[src/rtl/evg_dbus_pkg.sv]
// Shared types and sizing helpers for the EVG distributed bus generator.
package evg_dbus_pkg;

   localparam int unsigned MODE_WIDTH = 3;
   localparam int unsigned ADDR_WIDTH = 5;

   typedef enum logic [MODE_WIDTH-1:0] {
      MODE_STATIC       = 3'd0,
      MODE_HEARTBEAT    = 3'd1,
      MODE_DIVIDER      = 3'd2,
      MODE_DIVIDER_SYNC = 3'd3,
      MODE_INPUT        = 3'd4,
      MODE_SEQ_PULSE    = 3'd5,
      MODE_RSVD6        = 3'd6,
      MODE_RSVD7        = 3'd7
   } dbus_mode_e;

   // Heartbeat interval counter width: enough for a few seconds of tx clock.
   function automatic int unsigned hb_width(input int unsigned nominal_freq);
      return 32'($clog2(nominal_freq)) + 32'd2;
   endfunction

   // Width of a {mode, param} configuration word.
   function automatic int unsigned cfg_width(input int unsigned div_width);
      return MODE_WIDTH + div_width;
   endfunction

endpackage

[src/rtl/evg_dbus_channel.sv]
// One distributed bus bit: config storage, counter/toggle state, registered output.
module evg_dbus_channel
   import evg_dbus_pkg::*;
#(
   parameter int unsigned DIV_WIDTH       = 24,
   parameter int unsigned EXT_INPUT_COUNT = 4
) (
   input  logic                       clk_i,
   input  logic                       rst_ni,
   input  logic                       wr_en_i,
   input  logic [MODE_WIDTH-1:0]      wr_mode_i,
   input  logic [DIV_WIDTH-1:0]       wr_param_i,
   input  logic                       hb_out_i,
   input  logic                       hb_strobe_i,
   input  logic                       seq_start_i,
   input  logic [EXT_INPUT_COUNT-1:0] ext_sync_i,
   output logic [MODE_WIDTH-1:0]      cfg_mode_o,
   output logic [DIV_WIDTH-1:0]       cfg_param_o,
   output logic                       bus_o
);

   localparam int unsigned SEL_WIDTH = (EXT_INPUT_COUNT > 1) ? $clog2(EXT_INPUT_COUNT) : 1;

   dbus_mode_e           mode_q, mode_d;
   logic [DIV_WIDTH-1:0] param_q, param_d;
   logic [DIV_WIDTH-1:0] cnt_q, cnt_d;
   logic                 tgl_q, tgl_d;
   logic                 bus_q;
   logic                 out_c;
   logic [SEL_WIDTH-1:0] sel_c;

   // External input selected by the low part of param (modulo input count)
   assign sel_c = SEL_WIDTH'(param_q % DIV_WIDTH'(EXT_INPUT_COUNT));

   // Next config, counter and toggle state; a config write restarts from phase 0
   always_comb begin
      mode_d  = mode_q;
      param_d = param_q;
      cnt_d   = cnt_q;
      tgl_d   = tgl_q;
      if (wr_en_i) begin
         mode_d  = dbus_mode_e'(wr_mode_i);
         param_d = wr_param_i;
         cnt_d   = '0;
         tgl_d   = 1'b0;
      end else begin
         unique case (mode_q)
            MODE_DIVIDER_SYNC: begin
               if (hb_strobe_i) begin
                  cnt_d = param_q;
                  tgl_d = 1'b1;
               end else if (cnt_q == '0) begin
                  cnt_d = param_q;
                  tgl_d = ~tgl_q;
               end else begin
                  cnt_d = cnt_q - DIV_WIDTH'(1);
               end
            end
            MODE_DIVIDER: begin
               if (cnt_q == '0) begin
                  cnt_d = param_q;
                  tgl_d = ~tgl_q;
               end else begin
                  cnt_d = cnt_q - DIV_WIDTH'(1);
               end
            end
            MODE_SEQ_PULSE: begin
               if (seq_start_i) begin
                  cnt_d = param_q;
                  tgl_d = 1'b1;
               end else if (tgl_q) begin
                  if (cnt_q == '0) begin
                     tgl_d = 1'b0;
                  end else begin
                     cnt_d = cnt_q - DIV_WIDTH'(1);
                  end
               end
            end
            default: begin
               cnt_d = cnt_q;
               tgl_d = tgl_q;
            end
         endcase
      end
   end

   // Channel state presented to the bus register
   always_comb begin
      out_c = 1'b0;
      unique case (mode_q)
         MODE_STATIC:       out_c = param_q[0];
         MODE_HEARTBEAT:    out_c = hb_out_i;
         MODE_DIVIDER,
         MODE_DIVIDER_SYNC,
         MODE_SEQ_PULSE:    out_c = tgl_q;
         MODE_INPUT:        out_c = ext_sync_i[sel_c];
         default:           out_c = 1'b0;
      endcase
   end

   // Config, counter, toggle and bus registers
   always_ff @(posedge clk_i or negedge rst_ni) begin
      if (!rst_ni) begin
         mode_q  <= MODE_STATIC;
         param_q <= '0;
         cnt_q   <= '0;
         tgl_q   <= 1'b0;
         bus_q   <= 1'b0;
      end else begin
         mode_q  <= mode_d;
         param_q <= param_d;
         cnt_q   <= cnt_d;
         tgl_q   <= tgl_d;
         bus_q   <= out_c;
      end
   end

   assign cfg_mode_o  = mode_q;
   assign cfg_param_o = param_q;
   assign bus_o       = bus_q;

endmodule

[src/rtl/evg_dbus_generator.sv]
// Per-bit programmable EVG distributed bus source: heartbeat tracker,
// input synchronisers, config readback and one channel per bus bit.
module evg_dbus_generator
   import evg_dbus_pkg::*;
#(
   parameter int unsigned DISTRIBUTED_BUS_WIDTH   = 8,
   parameter int unsigned TXCLK_NOMINAL_FREQUENCY = 125000000,
   parameter int unsigned DIV_WIDTH               = 24,
   parameter int unsigned EXT_INPUT_COUNT         = 4
) (
   input  logic                               evgTxClk,
   input  logic                               evgRst_n,
   input  logic                               evgHeartbeatRequest,
   input  logic                               evgSequenceStart,
   input  logic [EXT_INPUT_COUNT-1:0]         extIn_a,
   input  logic                               cfgWriteStrobe,
   input  logic [ADDR_WIDTH-1:0]              cfgAddress,
   input  logic [cfg_width(DIV_WIDTH)-1:0]    cfgWriteData,
   output logic [cfg_width(DIV_WIDTH)-1:0]    cfgReadData,
   output logic [DISTRIBUTED_BUS_WIDTH-1:0]   evgDistributedBus
);

   localparam int unsigned HB_WIDTH  = hb_width(TXCLK_NOMINAL_FREQUENCY);
   localparam int unsigned CFG_WIDTH = cfg_width(DIV_WIDTH);

   logic [HB_WIDTH-1:0] hb_interval_q, hb_interval_d;
   logic [HB_WIDTH-1:0] hb_ext_q, hb_ext_d;
   logic                hb_out_q, hb_out_d;
   logic                hb_sat_c;

   (* ASYNC_REG = "TRUE" *) logic [EXT_INPUT_COUNT-1:0] ext_meta_q;
   (* ASYNC_REG = "TRUE" *) logic [EXT_INPUT_COUNT-1:0] ext_sync_q;

   logic [CFG_WIDTH-1:0]  rd_q, rd_d;
   logic [MODE_WIDTH-1:0] ch_mode  [DISTRIBUTED_BUS_WIDTH];
   logic [DIV_WIDTH-1:0]  ch_param [DISTRIBUTED_BUS_WIDTH];
   logic [DISTRIBUTED_BUS_WIDTH-1:0] ch_bus;

   assign hb_sat_c = (hb_interval_q == '1);

   // Heartbeat tracker: saturating interval counter, pulse stretched to half the last interval
   always_comb begin
      hb_interval_d = hb_sat_c ? hb_interval_q : hb_interval_q + HB_WIDTH'(1);
      hb_ext_d      = hb_ext_q;
      hb_out_d      = hb_out_q;
      if (evgHeartbeatRequest) begin
         hb_interval_d = '0;
      end
      if (evgHeartbeatRequest && !hb_sat_c) begin
         hb_ext_d = hb_interval_q >> 1;
         hb_out_d = 1'b1;
      end else if (hb_ext_q != '0) begin
         hb_ext_d = hb_ext_q - HB_WIDTH'(1);
      end else begin
         hb_out_d = 1'b0;
      end
   end

   // Heartbeat tracker registers
   always_ff @(posedge evgTxClk or negedge evgRst_n) begin
      if (!evgRst_n) begin
         hb_interval_q <= '1;
         hb_ext_q      <= '0;
         hb_out_q      <= 1'b0;
      end else begin
         hb_interval_q <= hb_interval_d;
         hb_ext_q      <= hb_ext_d;
         hb_out_q      <= hb_out_d;
      end
   end

   // Two-stage synchronisers for the asynchronous external inputs
   always_ff @(posedge evgTxClk or negedge evgRst_n) begin
      if (!evgRst_n) begin
         ext_meta_q <= '0;
         ext_sync_q <= '0;
      end else begin
         ext_meta_q <= extIn_a;
         ext_sync_q <= ext_meta_q;
      end
   end

   // Readback mux; out-of-range addresses read as zero
   always_comb begin
      rd_d = '0;
      for (int unsigned i = 0; i < DISTRIBUTED_BUS_WIDTH; i++) begin
         if (cfgAddress == ADDR_WIDTH'(i)) begin
            rd_d = {ch_mode[i], ch_param[i]};
         end
      end
   end

   // Readback register
   always_ff @(posedge evgTxClk or negedge evgRst_n) begin
      if (!evgRst_n) begin
         rd_q <= '0;
      end else begin
         rd_q <= rd_d;
      end
   end

   for (genvar g = 0; g < DISTRIBUTED_BUS_WIDTH; g++) begin : g_ch
      logic wr_en_c;
      assign wr_en_c = cfgWriteStrobe && (cfgAddress == ADDR_WIDTH'(g));

      evg_dbus_channel #(
         .DIV_WIDTH       (DIV_WIDTH),
         .EXT_INPUT_COUNT (EXT_INPUT_COUNT)
      ) u_ch (
         .clk_i       (evgTxClk),
         .rst_ni      (evgRst_n),
         .wr_en_i     (wr_en_c),
         .wr_mode_i   (cfgWriteData[CFG_WIDTH-1 -: MODE_WIDTH]),
         .wr_param_i  (cfgWriteData[DIV_WIDTH-1:0]),
         .hb_out_i    (hb_out_q),
         .hb_strobe_i (evgHeartbeatRequest),
         .seq_start_i (evgSequenceStart),
         .ext_sync_i  (ext_sync_q),
         .cfg_mode_o  (ch_mode[g]),
         .cfg_param_o (ch_param[g]),
         .bus_o       (ch_bus[g])
      );
   end

   assign cfgReadData       = rd_q;
   assign evgDistributedBus = ch_bus;

endmodule

[config.mk]
export PLATFORM = sky130hd
export DESIGN_NAME = evg_dbus_generator
export DESIGN_NICKNAME = d
export VERILOG_FILES = /design/src/rtl/evg_dbus_pkg.sv /design/src/rtl/evg_dbus_channel.sv /design/src/rtl/evg_dbus_generator.sv
export SDC_FILE = /design/constraint.sdc
export NUM_CORES = 2
export LEC_CHECK = 0
export ABC_CLOCK_PERIOD_IN_PS = 6700
export BUFFER_PORTS_ARGS = -buffer_cell sky130_fd_sc_hd__buf_2
export CORE_MARGIN = 2
export CORE_UTILIZATION = 55
export DETAILED_ROUTE_END_ITERATION = 10
export GPL_ROUTABILITY_DRIVEN = 0
export PLACE_DENSITY = 0.72
export SYNTH_ARGS = -nofsm -noshare
export SYNTH_HDL_FRONTEND = slang
export SYNTH_SLANG_ARGS = --single-unit
export TNS_END_PERCENT = 100
[constraint.sdc]
create_clock -name evgTxClk -period 6.7 [get_ports evgTxClk]
set_input_delay 1.34 -clock evgTxClk [delete_from_list [all_inputs] [get_ports evgTxClk]]
set_output_delay 1.34 -clock evgTxClk [all_outputs]
set_load 0.005 [all_outputs]
==> results by group <==
Status
  – Outcome: completed

Clock tree
  – CTS Hold Bufs: 0
  – Setup Fix Bufs, Post-CTS: 0
  – CTS buffer count: 56
  – Htree depth: 2
  – CTS max path bufs: 3
  – Root Buffer Master: clkbuf_16
  – # resized after CTS: 0
  – CTS tree: yes
  – Clock Latency Late Sink: 0.64 ns
  – Sink Count: 518
  – Clock-pin slew on the worst setup and hold paths: 0.06 ns

GRT
  – Number of global-route vias before repair: 24329
  – First-pass GRT wire length: 144 mm
  – GRT Overall Usage: 0.347
  – Largest net degree at the start of global routing: 144
  – GR Overflow Total: 0
  – Initial antenna violation count: 3

Place
  – Port buffer count: 75
  – Inst Count DP: 3977
  – Detail Placement HPWL: 63.3 mm

Floorplan
  – Core Rows: 83
  – Starting Density: 0.559
  – Die height: 233 um
  – I/O Pins: 76
  – Core area: 51500 um^2
  – Die area: 54200 um^2
  – Die Wd: 233 um

Final layout
  – Share of cells above drive strength 1: 0.105
  – Post-layout util: 0.608
  – Final net count: 3422
  – Synth-to-layout area growth: 8.89%
  – Finished Layout Cells: 4082

Drt
  – Final ANT Viol Nets: 0
  – Drt via density: 6.50
  – Residual DRC: 0
  – Number of iterations in the first detailed-routing pass: 6
  – Detailed Route WL: 93.9 mm
  – DR WL/cell: 23.0 um
  – Detailed Route Iter0 Violations: 3407
  – Vias post-DR: 26547

Power
  – Pwr Density: 381 nW/um^2
  – LEAKAGE: 13.8 nW
  – Peak VDD IR: 0.000235 V
  – Total chip power: 11.9 mW

Timing
  – Worst-Margin Slew: 1.27 ns
  – Final Hold Viols: 0
  – Setup Skew: 0.0344 ns
  – Fmax: 243 MHz
  – Final Cycle Share: 0.615
  – Max transition margin: 0.153
  – Setup TNS: 0 ns
  – Fin. max-slew vios: 0
  – RSZ-0062 raised after global routing: false
  – Crit path time final: 4.12 ns
  – Endpoints failing setup: 0

Synthesis
  – Adder-Cell Fraction of Synth Area: 0.0113
  – Top_reg_cell synth: dfrtp_1
  – Post-synthesis sequential area ratio: 0.452
  – Xor and xnor area share after synthesis: 0.0180
  – Largest family of logic cells by synthesized area: simple AND/OR/NAND/NOR gates
  – Mux cell area share after synthesis: 0.0437
  – Yosys warns: 0
  – Synthesis-stage register bit count: 518
  – Syn avg cell area: 8.39 um^2
  – Yosys cell types: 86
  – Mapped cell area: 28800 um^2
  – Number of flops mapped to enable cells by yosys: 0
  – Top cell type's share of synthesized area: 0.425
  – Cells after Synth: 3430
  – Biggest area consumer among synthesized cells: dfrtp_1
  – Post-synth ARST share: 1.00
  – Simple logic cell fraction of the synthesized area: 0.251
  – Top cells by area, synth: dfrtp_1 (43%), nand2_1 (9.9%), o21ai_0 (5.0%)
  – Syn_nets: 3497
  – Compound-Gate Fraction of Synth Area: 0.181

Worst setup path
  – CP endpoint kind: flop
  – WS Path Type: in2reg
  – Crit path max fanout: 50
  – Crit path launch type: primary input
  – WP data required: 7.21 ns
  – Crit path arrival time: 4.63 ns

Hold path
  – Hold crit path type: reg2reg

Run
  – Maxcap violations: 0
registers in the layout (all words and copies together) (netlist names):
register               flops
g_ch.u_ch.cfg_param_o    192
g_ch.u_ch.cnt_q          192
hb_ext_q                  29
hb_interval_q             29
cfgReadData               27
g_ch.u_ch.cfg_mode_o      24
g_ch.u_ch.bus_o            8
g_ch.u_ch.tgl_q            8
ext_meta_q                 4
ext_sync_q                 4
hb_out_q                   1
cell usage after synthesis (10+ instances only):
cell type and count:
and3_1 19, inv_1 57, o21ai_0 285, nand2b_1 23
a221o_1 17, o211ai_1 16, buf_2 23, or4_1 26
ha_1 26, nand2_1 762, nor3_1 114, nand3b_1 11
buf_1 15, dfrtp_1 489, nor2_1 253, xnor2_1 40
nand4_1 31, nand3_1 108, o21ai_1 13, mux4_2 17
nor3b_1 19, nor4_1 67, dfstp_2 29, o2bb2ai_1 24
and2_1 38, buf_4 10, or3_1 32, a221oi_1 16
clkbuf_1 191, a21o_1 16, a22oi_1 24, o22ai_1 35
a22o_1 13, a21oi_1 233, o21a_1 16, xor2_1 19
a31oi_1 33, nor2b_1 36, or2_2 10, a211oi_1 28
mux2i_1 29, mux2_2 52
cells by family after synthesis:
logic type               count (synthesis)
AND/OR/NAND/NOR                       1576
buffers and inverters                  304
AO/OA/AOI/OAI                          849
XOR/XNOR                                59
adder cells (fa/ha/maj)                 26
multiplexers                            98
flip-flops                             518
final cells by class:
cell class / count / area [um^2]
fillers: 4412 / 20200
multi-input cells: 2608 / 14600
well taps: 680 / 851
flip-flops and latches: 518 / 13000
diodes: 2 / 5.00
clock inverters: 28 / 372
repair buffers: 112 / 688
clock buffers: 75 / 1620
inverters: 59 / 221
worst max-delay path: stages:
cell       delay (ns)
buf_2            0.07
buf_4            0.52
inv_1            0.53
a21oi_1          0.25
o22ai_1          0.16
a21boi_4         0.89
or2_2            0.47
o21ai_0          0.18
o2bb2ai_1        0.15
per-stage QoR:
stage	hold slack [ns]	cell area (um^2)	setup WS (ns)
after global placement	0.333	29300	2.15
after floorplan	0.331	28800	3.28
final	0.347	31300	2.58
after global routing	0.352	31300	2.42
after detailed placement	0.335	29300	2.05
after CTS	0.348	31300	2.70
routing by layer:
layer,wire length [um],up-vias,track usage
met4,6960,2,0.215
met1,37600,12782,0.483
li1,-,11988,-
met2,39300,1439,0.493
met3,10000,336,0.0766
met5,8,-,0
placed cells by master, fill, tap and decap left out, types with 16 or more instances in the layout:
master     instances
a211oi_1          28
a21o_1            16
a21oi_1          233
a221o_1           17
a221oi_1          16
a22oi_1           24
a31oi_1           32
and2_1            38
and3_1            19
buf_2             74
buf_4             35
clkbuf_16         58
dfrtp_1          489
dfstp_2           29
ha_1              26
inv_1             57
mux2_2            52
mux2i_1           29
mux4_2            17
nand2_1          762
nand2b_1          23
nand3_1          107
nand4_1           31
nor2_1           250
nor2b_1           36
nor3_1           113
nor3b_1           19
nor4_1            67
o211ai_1          16
o21a_1            16
o21ai_0          284
o22ai_1           35
o2bb2ai_1         24
or3_1             32
or4_1             26
xnor2_1           40
xor2_1            19
path summary, 6_finish.rpt:
| check | startpoint | endpoint | slack, ns | depth (start not counted) |
|---|---|---|---|---|
| worst max register to register | g_ch[4].u_ch.cnt_q[11] | g_ch[4].u_ch.cnt_q[5] | 2.95 | 7 |
| worst min register to register | ext_meta_q[3] | ext_sync_q[3] | 0.35 | 0 |
| min in group asynchronous | evgRst_n | g_ch[0].u_ch.cnt_q[22] | 0.78 | 1 |
| max in group asynchronous | evgRst_n | g_ch[3].u_ch.cnt_q[0] | 4.40 | 2 |
| worst min-delay path | ext_meta_q[3] | ext_sync_q[3] | 0.35 | 0 |
| worst max-delay path | evgHeartbeatRequest | g_ch[1].u_ch.cnt_q[21] | 2.58 | 9 |
power breakdown:
part           internal (mW)  switching, mW  total, mW
logic                   1.39           2.18       3.57
registers               3.95           1.09       5.04
clock network           2.00           1.34       3.34
total                   7.33           4.61       11.9
(Power assumes the default switching activity.)
